File: src/rtl/ej32_mem_arb_if.sv
// Bus bundle between the eJ32 core, the host DMA port and the RAM macro.
// The arbiter masters the RAM; the core/host/RAM environment is the slave side.
interface ej32_mem_arb_if #(
  parameter int ASZ = 17,
  parameter int LSZ = 4
);
  logic [ASZ-1:0] pc_addr;
  logic           ls_asel;
  logic [ASZ-1:0] ls_addr;
  logic [7:0]     ls_data;
  logic           ls_we;
  logic           core_idle;
  logic           hreq;
  logic           hwe;
  logic [ASZ-1:0] haddr;
  logic [LSZ-1:0] hlen;
  logic [7:0]     hwdata;
  logic           hgnt;
  logic           hnext;
  logic [7:0]     hrdata;
  logic           hrvalid;
  logic           hdone;
  logic           core_stall;
  logic [ASZ-1:0] mem_addr;
  logic [7:0]     mem_wdata;
  logic           mem_we;
  logic [7:0]     mem_rdata;

  modport master (
    input  pc_addr, ls_asel, ls_addr, ls_data, ls_we, core_idle,
           hreq, hwe, haddr, hlen, hwdata, mem_rdata,
    output hgnt, hnext, hrdata, hrvalid, hdone, core_stall,
           mem_addr, mem_wdata, mem_we
  );

  modport slave (
    output pc_addr, ls_asel, ls_addr, ls_data, ls_we, core_idle,
           hreq, hwe, haddr, hlen, hwdata, mem_rdata,
    input  hgnt, hnext, hrdata, hrvalid, hdone, core_stall,
           mem_addr, mem_wdata, mem_we
  );
endinterface

File: src/rtl/ej32_mem_arb.sv
// Single-port RAM arbiter for eJ32: core (ls > pc) versus host DMA bursts.
// Host bursts run only at instruction boundaries; the interrupted core address is replayed.
module ej32_mem_arb #(
  parameter int ASZ = 17,
  parameter int LSZ = 4
) (
  input  logic           clk,
  input  logic           rst,
  ej32_mem_arb_if.master bus
);

  localparam logic [1:0] ST_CORE   = 2'd0;
  localparam logic [1:0] ST_HOST   = 2'd1;
  localparam logic [1:0] ST_RESUME = 2'd2;

  logic [1:0]     state;
  logic [ASZ-1:0] hptr;
  logic [ASZ-1:0] sav;
  logic [LSZ-1:0] cnt;
  logic           hw;
  logic [ASZ-1:0] core_addr;
  logic           grant;

  // Core-side address mux and host grant qualification
  always_comb begin
    core_addr = bus.ls_asel ? bus.ls_addr : bus.pc_addr;
    grant     = (state == ST_CORE) & bus.hreq & bus.core_idle & ~bus.ls_asel;
  end

  // Arbiter state, burst pointer/count and replay address
  always_ff @(posedge clk) begin
    if (rst) begin
      state       <= ST_CORE;
      hptr        <= {ASZ{1'b0}};
      sav         <= {ASZ{1'b0}};
      cnt         <= {LSZ{1'b0}};
      hw          <= 1'b0;
      bus.hrvalid <= 1'b0;
    end else begin
      bus.hrvalid <= (state == ST_HOST) & ~hw;
      case (state)
        ST_CORE: begin
          if (grant) begin
            hptr  <= bus.haddr;
            cnt   <= bus.hlen;
            hw    <= bus.hwe;
            sav   <= core_addr;
            state <= ST_HOST;
          end
        end
        ST_HOST: begin
          hptr <= hptr + {{(ASZ-1){1'b0}}, 1'b1};
          // Hold at zero on the last beat so the count never wraps into a new burst
          if (cnt == {LSZ{1'b0}}) begin
            state <= ST_RESUME;
          end else begin
            cnt <= cnt - {{(LSZ-1){1'b0}}, 1'b1};
          end
        end
        ST_RESUME: begin
          state <= ST_CORE;
        end
        default: begin
          state <= ST_CORE;
        end
      endcase
    end
  end

  // RAM port steering and state-decoded handshake outputs
  always_comb begin
    bus.mem_addr   = core_addr;
    bus.mem_wdata  = bus.ls_data;
    bus.mem_we     = 1'b0;
    bus.hgnt       = 1'b0;
    bus.hnext      = 1'b0;
    bus.hdone      = 1'b0;
    bus.core_stall = 1'b0;
    case (state)
      ST_CORE: begin
        bus.mem_we = bus.ls_asel & bus.ls_we & ~rst;
      end
      ST_HOST: begin
        bus.mem_addr   = hptr;
        bus.mem_wdata  = bus.hwdata;
        bus.mem_we     = hw & ~rst;
        bus.hgnt       = 1'b1;
        bus.hnext      = 1'b1;
        bus.core_stall = 1'b1;
      end
      ST_RESUME: begin
        // Re-issue the core's address so its byte lands in the first CORE cycle
        bus.mem_addr   = sav;
        bus.hdone      = 1'b1;
        bus.core_stall = 1'b1;
      end
      default: begin
        bus.mem_we = 1'b0;
      end
    endcase
  end

  assign bus.hrdata = bus.mem_rdata;

endmodule

File: src/flat_wrapper.sv
// flat-port wrapper written by rule: the top's interface ports become plain ports
module ej32_mem_arb_flat 
#(
  parameter int ASZ = 17,
  parameter int LSZ = 4
)
  (clk, rst, bus_pc_addr, bus_ls_asel, bus_ls_addr, bus_ls_data, bus_ls_we, bus_core_idle, bus_hreq, bus_hwe, bus_haddr, bus_hlen, bus_hwdata, bus_mem_rdata, bus_hgnt, bus_hnext, bus_hrdata, bus_hrvalid, bus_hdone, bus_core_stall, bus_mem_addr, bus_mem_wdata, bus_mem_we);
  ej32_mem_arb_if #(.ASZ(ASZ), .LSZ(LSZ)) bus_i ();
  input  logic clk;
  input  logic rst;
  input wire logic [$bits(bus_i.pc_addr)-1:0] bus_pc_addr;
  input wire logic [$bits(bus_i.ls_asel)-1:0] bus_ls_asel;
  input wire logic [$bits(bus_i.ls_addr)-1:0] bus_ls_addr;
  input wire logic [$bits(bus_i.ls_data)-1:0] bus_ls_data;
  input wire logic [$bits(bus_i.ls_we)-1:0] bus_ls_we;
  input wire logic [$bits(bus_i.core_idle)-1:0] bus_core_idle;
  input wire logic [$bits(bus_i.hreq)-1:0] bus_hreq;
  input wire logic [$bits(bus_i.hwe)-1:0] bus_hwe;
  input wire logic [$bits(bus_i.haddr)-1:0] bus_haddr;
  input wire logic [$bits(bus_i.hlen)-1:0] bus_hlen;
  input wire logic [$bits(bus_i.hwdata)-1:0] bus_hwdata;
  input wire logic [$bits(bus_i.mem_rdata)-1:0] bus_mem_rdata;
  output wire logic [$bits(bus_i.hgnt)-1:0] bus_hgnt;
  output wire logic [$bits(bus_i.hnext)-1:0] bus_hnext;
  output wire logic [$bits(bus_i.hrdata)-1:0] bus_hrdata;
  output wire logic [$bits(bus_i.hrvalid)-1:0] bus_hrvalid;
  output wire logic [$bits(bus_i.hdone)-1:0] bus_hdone;
  output wire logic [$bits(bus_i.core_stall)-1:0] bus_core_stall;
  output wire logic [$bits(bus_i.mem_addr)-1:0] bus_mem_addr;
  output wire logic [$bits(bus_i.mem_wdata)-1:0] bus_mem_wdata;
  output wire logic [$bits(bus_i.mem_we)-1:0] bus_mem_we;
  assign bus_i.pc_addr = bus_pc_addr;
  assign bus_i.ls_asel = bus_ls_asel;
  assign bus_i.ls_addr = bus_ls_addr;
  assign bus_i.ls_data = bus_ls_data;
  assign bus_i.ls_we = bus_ls_we;
  assign bus_i.core_idle = bus_core_idle;
  assign bus_i.hreq = bus_hreq;
  assign bus_i.hwe = bus_hwe;
  assign bus_i.haddr = bus_haddr;
  assign bus_i.hlen = bus_hlen;
  assign bus_i.hwdata = bus_hwdata;
  assign bus_i.mem_rdata = bus_mem_rdata;
  assign bus_hgnt = bus_i.hgnt;
  assign bus_hnext = bus_i.hnext;
  assign bus_hrdata = bus_i.hrdata;
  assign bus_hrvalid = bus_i.hrvalid;
  assign bus_hdone = bus_i.hdone;
  assign bus_core_stall = bus_i.core_stall;
  assign bus_mem_addr = bus_i.mem_addr;
  assign bus_mem_wdata = bus_i.mem_wdata;
  assign bus_mem_we = bus_i.mem_we;
  ej32_mem_arb #(.ASZ(ASZ), .LSZ(LSZ)) u_core (.clk(clk), .rst(rst), .bus(bus_i));
endmodule
File: config.mk
export PLATFORM = sky130hd
export DESIGN_NAME = ej32_mem_arb_flat
export DESIGN_NICKNAME = d
export VERILOG_FILES = /design/src/rtl/ej32_mem_arb_if.sv /design/src/rtl/ej32_mem_arb.sv /design/src/flat_wrapper.sv
export SDC_FILE = /design/constraint.sdc
export NUM_CORES = 1
export LEC_CHECK = 0
export BUFFER_PORTS_ARGS = -buffer_cell sky130_fd_sc_hd__buf_2
export CAP_MARGIN = 40
export CORE_ASPECT_RATIO = 0.75
export CORE_UTILIZATION = 52
export CTS_BUF_LIST = sky130_fd_sc_hd__clkbuf_16
export DETAILED_ROUTE_END_ITERATION = 10
export GPL_TIMING_DRIVEN = 0
export PLACE_DENSITY = 0.84
export SYNTH_ARGS = -nofsm -noshare
export SYNTH_HDL_FRONTEND = slang
export SYNTH_SLANG_ARGS = --single-unit
export TNS_END_PERCENT = 20
File: constraint.sdc
create_clock -name clk -period 5.4 [get_ports clk]
set_clock_uncertainty 0.2 [all_clocks]
set_input_delay 1.08 -clock clk [delete_from_list [all_inputs] [get_ports clk]]
set_output_delay 1.08 -clock clk [all_outputs]
set_load 0.01 [all_outputs]
### After elaboration in Yosys (flattened, before gate mapping)

Index checks and enable logic that the tools add are counted.

* flip-flop bits (word level): 42
* input port bits: 86
* output and inout bits: 39
* logic and storage cells: 46

* add/subtract/negate cells: 2
* equality and inequality tests: 5
* multiplexer cells: 15
* bitwise gates (word level): 10
* reductions and logical operators: 8

Operators by type and width (count)
* $pmux 17 s2: 2
* $mux 17: 2
* $add 17x1->17 const B: 1
* $mux 4: 2
* $mux 8: 1
* $pmux 4 s2: 1
* $and 1x1->1: 7
* $reduce_and 2->1: 3
* $logic_not 4->1: 1
* $mux 2: 2
* $ne 2x2->1 const B: 2
* $pmux 2 s2: 1
* $sub 4x1->4 const B: 1
* $mux 1: 3
* $not 1->1: 3
* $reduce_and 3->1: 1
* $eq 2x1->1 const B: 1
* $eq 2x2->1 const B: 1
* $logic_not 2->1: 1
* $ne 2x1->1 const B: 1
* $pmux 1 s2: 1
* $reduce_bool 2->1: 1
* $reduce_or 2->1: 1

### Logic depth before layout (Yosys ltp)

* depth after elaboration: 6
* depth in mapped cells: 8
* mapped depth without buffers: 6

### Worst setup path after synthesis

OpenSTA, ideal clock, no wires.

* kind: input to output
* start point: input port bus_ls_asel
* end point: output port bus_mem_addr[0]
* data arrival time: 1.845 ns
* required time: 4.120 ns
* path slack: 2.275 ns
* stages on the path: 4
* path buffers: 2
* cell sequence: buf_2 buf_1 a211oi_1 a21oi_1

* word-level cells in the longest chain between the ends: 2

Ends and longest elaborated chain
* from (decl): RTL line flat_wrapper.sv:12 `input wire logic [$bits(bus_i.ls_asel)-1:0] bus_ls_asel;`
* $mux 17: RTL line ej32_mem_arb.sv:26 `core_addr = bus.ls_asel ? bus.ls_addr : bus.pc_addr;`
* $pmux 17 s2: RTL line ej32_mem_arb.sv:79 `case (state)`
* to (decl): RTL line flat_wrapper.sv:29 `output wire logic [$bits(bus_i.mem_addr)-1:0] bus_mem_addr;`

Every way passes these cells.

### Worst setup path in the final report

* start point: input port bus_ls_asel
* end point: output port bus_mem_addr[7]

Same word-level chain as after synthesis.

==> flow_summary.toml <==
[pwr]
power.leakage_nw = 1.606
p_sw_mw = 0.8027
switching_share = 0.4643
p_int_mw = 0.9261
pwr-share-seq = 0.241
power_density_nw_per_um2 = 458.0
peakVddDrop_v = 0.0002851
combPwrFrac = 0.591
clkPwrFrac = 0.168

[placed_design]
placed_area_sq_um = 3637
numPortBuffers = 115
place_congestion = 0.8677
placed_cells_incl_taps = 564
hpwl_um = 6951

[die]
dieArea_sq_um = 6017
die_w_um = 89.24
initial_core_util = 0.5486
core_area_sq_um = 5410
fp-row-count = 23
die_h_um = 67.43
pin_count = 125

[clocking]
h-tree-depth = 2
cts_buffer_depth = 2
cts.repair.resized = 0
clock-sinks = 42
insertion_delay_ns = 0.28
numCtsBuffers = 5
path_clk_slew_ns = 0.06
cts_tree = "yes"
cts_hold_buf = 0
clk_root_buffer_cell = "clkbuf_16"
postCtsSetupBuffers = 0

[sta]
final_hold_viol_count = 0
rsz0062_at_grt = "no"
fin_crit_ns = 3.651
setup_viol = 0
tns_ns = 0
maxSlewHeadroom = 0.5895
drv_slew = 0
period_share = 0.6762
max_freq_ghz = 0.2739
tightest_slew_ns = 0.6158

[setup_path]
cpMostUsedCell = "buf_2"
worstPathRequired_ns = 4.12
critPathSlowestCell = "buf_1"
worstPathMaxFanout = 10
endpoint_kind = "output port"
worstSetupPathType = "primary input to output port"
cp_num_buf_inv = 4
cpPeakStageDelay_ns = 0.40
cp_data_arrival_time_ns = 2.37
path_delay_family = "buffers and inverters"
crit_chain = "buf_2 > buf_2 > buf_1 > a211oi_1 > a21oi_1 > buf_2"
worstSetupStartpointType = "primary input"

[cells_and_area]
diodes = 0
drive_gt1_frac = 0.3360
final_cell_mix = "buf_2, dfxtp_1, a211oi_1"
final_common_cell = "buf_2"
nFillCells = 496
syn2layout_area_growth_pct = 27.19
seq_area_sq_um = 840.8
multi_input_area_sq_um = 1857
fin_cells = 572
final_area_sq_um = 3775
nets = 588

[synth]
synth_cells = 374
avgSynthCellArea_sq_um = 7.935
ys_ff_latch = 42
synth_edf_count = 0
synth_seq_area_share = 0.2833
yosys_warnings = 0
synth_nets = 466
async_reset_ff_frac = 0
synthesis.area_sq_um = 2968
ys_types = 44
synth_ff_type = "dfxtp_1"

[grt]
grtUsageTotal = 0.3144
grt_max_degree = 13
grt-ovfl-total = 0
grt_pass1_vias = 2950
grt_pass1_wl_um = 14520
grt_antenna_before_repair = 0

[run]
timing.max_cap.violations = 0

[worst_hold_path]
min_path_type = "flop to flop"

[detailed_routing]
vias_per_cell = 5.937
dr_total_vias = 3396
drc = 0
wire_per_inst_um = 16.03
drt_wl_total_um = 9170
postRouteAntennaNets = 0
initialDrtViolationCount = 232
first_pass_iters = 4

[run_status]
status = "finished, final reports clean"
-- cell usage after synthesis (7+ instances only) --
master / instances / area (sq um)
a22oi_1: 20 / 150.1
dfxtp_1: 42 / 840.8
o21ai_0: 7 / 35.03
a211oi_1: 41 / 307.8
nor3_1: 18 / 90.09
nor2_1: 35 / 131.4
inv_1: 15 / 56.30
mux2_2: 8 / 90.09
buf_2: 15 / 75.07
buf_4: 9 / 67.56
a21oi_1: 35 / 175.2
a311oi_1: 7 / 61.31
nor2b_1: 24 / 150.1
nand2_1: 11 / 41.29
clkbuf_1: 16 / 60.06
-- flip-flops by register name (all words and copies together), names as in the netlist --
| register | flops |
|---|---|
| u_core.hptr | 17 |
| u_core.bus.hrvalid | 1 |
| u_core.hw | 1 |
| u_core.cnt | 4 |
| u_core.state | 2 |
| u_core.sav | 17 |
-- area by class of cell --
type | instances | area share
repair buffers | 115 | 0.1525
clock buffers | 5 | 0.03315
well taps | 75 | 0.02486
plain buffers | 43 | 0.05668
multi-input cells | 274 | 0.4919
flip-flops and latches | 42 | 0.2227
clock inverters | 3 | 0.003315
inverters | 15 | 0.01492
-- cell families (layout without fill, tap and decap cells) --
kind of cell,after synthesis,after routing,synth area share
compound gates,141,141,0.3335
fa+ha+maj,6,6,0.02529
buf+inv,58,181,0.09106
flops,42,42,0.2833
mux,10,10,0.03710
simple gates,117,117,0.2298
-- metrics by stage --
stage / hold slack (ns) / power [mW] / setup slack, ns / utilization
CTS: 0.2696 / 1.717 / 1.767 / 0.6977
finish: 0.2704 / 1.729 / 1.749 / 0.6977
global placement: 0.2422 / 1.412 / 1.792 / 0.6723
detailed placement: 0.2592 / 1.427 / 1.777 / 0.6723
floorplan: 0.2254 / 1.076 / 2.275 / -
global route: 0.2901 / 1.851 / 1.586 / 0.6977
-- power by group through the flow --
stage / combinational [mW] / sequential (mW) / clock (mW)
floorplan: 0.672 / 0.404 / 0
global placement: 0.993 / 0.418 / 0
detailed placement: 1.01 / 0.421 / 0
CTS: 1.02 / 0.415 / 0.287
global route: 1.13 / 0.424 / 0.301
finish: 1.02 / 0.417 / 0.290
-- metal layers --
metal / wire length [um] / GRT usage / part of all wire
met1: 4206 / 0.4500 / 0.46
met2: 4152 / 0.5076 / 0.45
met3: 748 / 0.05134 / 0.082
met4: 62 / 0.04762 / 0.0068
met5: 0 / 0 / 0
-- worst paths after layout --
| kind | endpoint | from | slack [ns] | depth (start not counted) |
|---|---|---|---|---|
| worst max register to register | u_core.hptr[0]$_SDFFE_PP0P_ | u_core.state[1]$_SDFFE_PP0P_ | 3.26 | 8 |
| worst min-delay path | u_core.bus.hrvalid$_SDFF_PP0_ | u_core.hw$_SDFFE_PP0P_ | 0.27 | 1 |
| worst min register to register | u_core.bus.hrvalid$_SDFF_PP0_ | u_core.hw$_SDFFE_PP0P_ | 0.27 | 1 |
| worst max-delay path | bus_mem_addr[7] | bus_ls_asel | 1.75 | 6 |
Note: power is estimated with default switching activity, not from simulation.
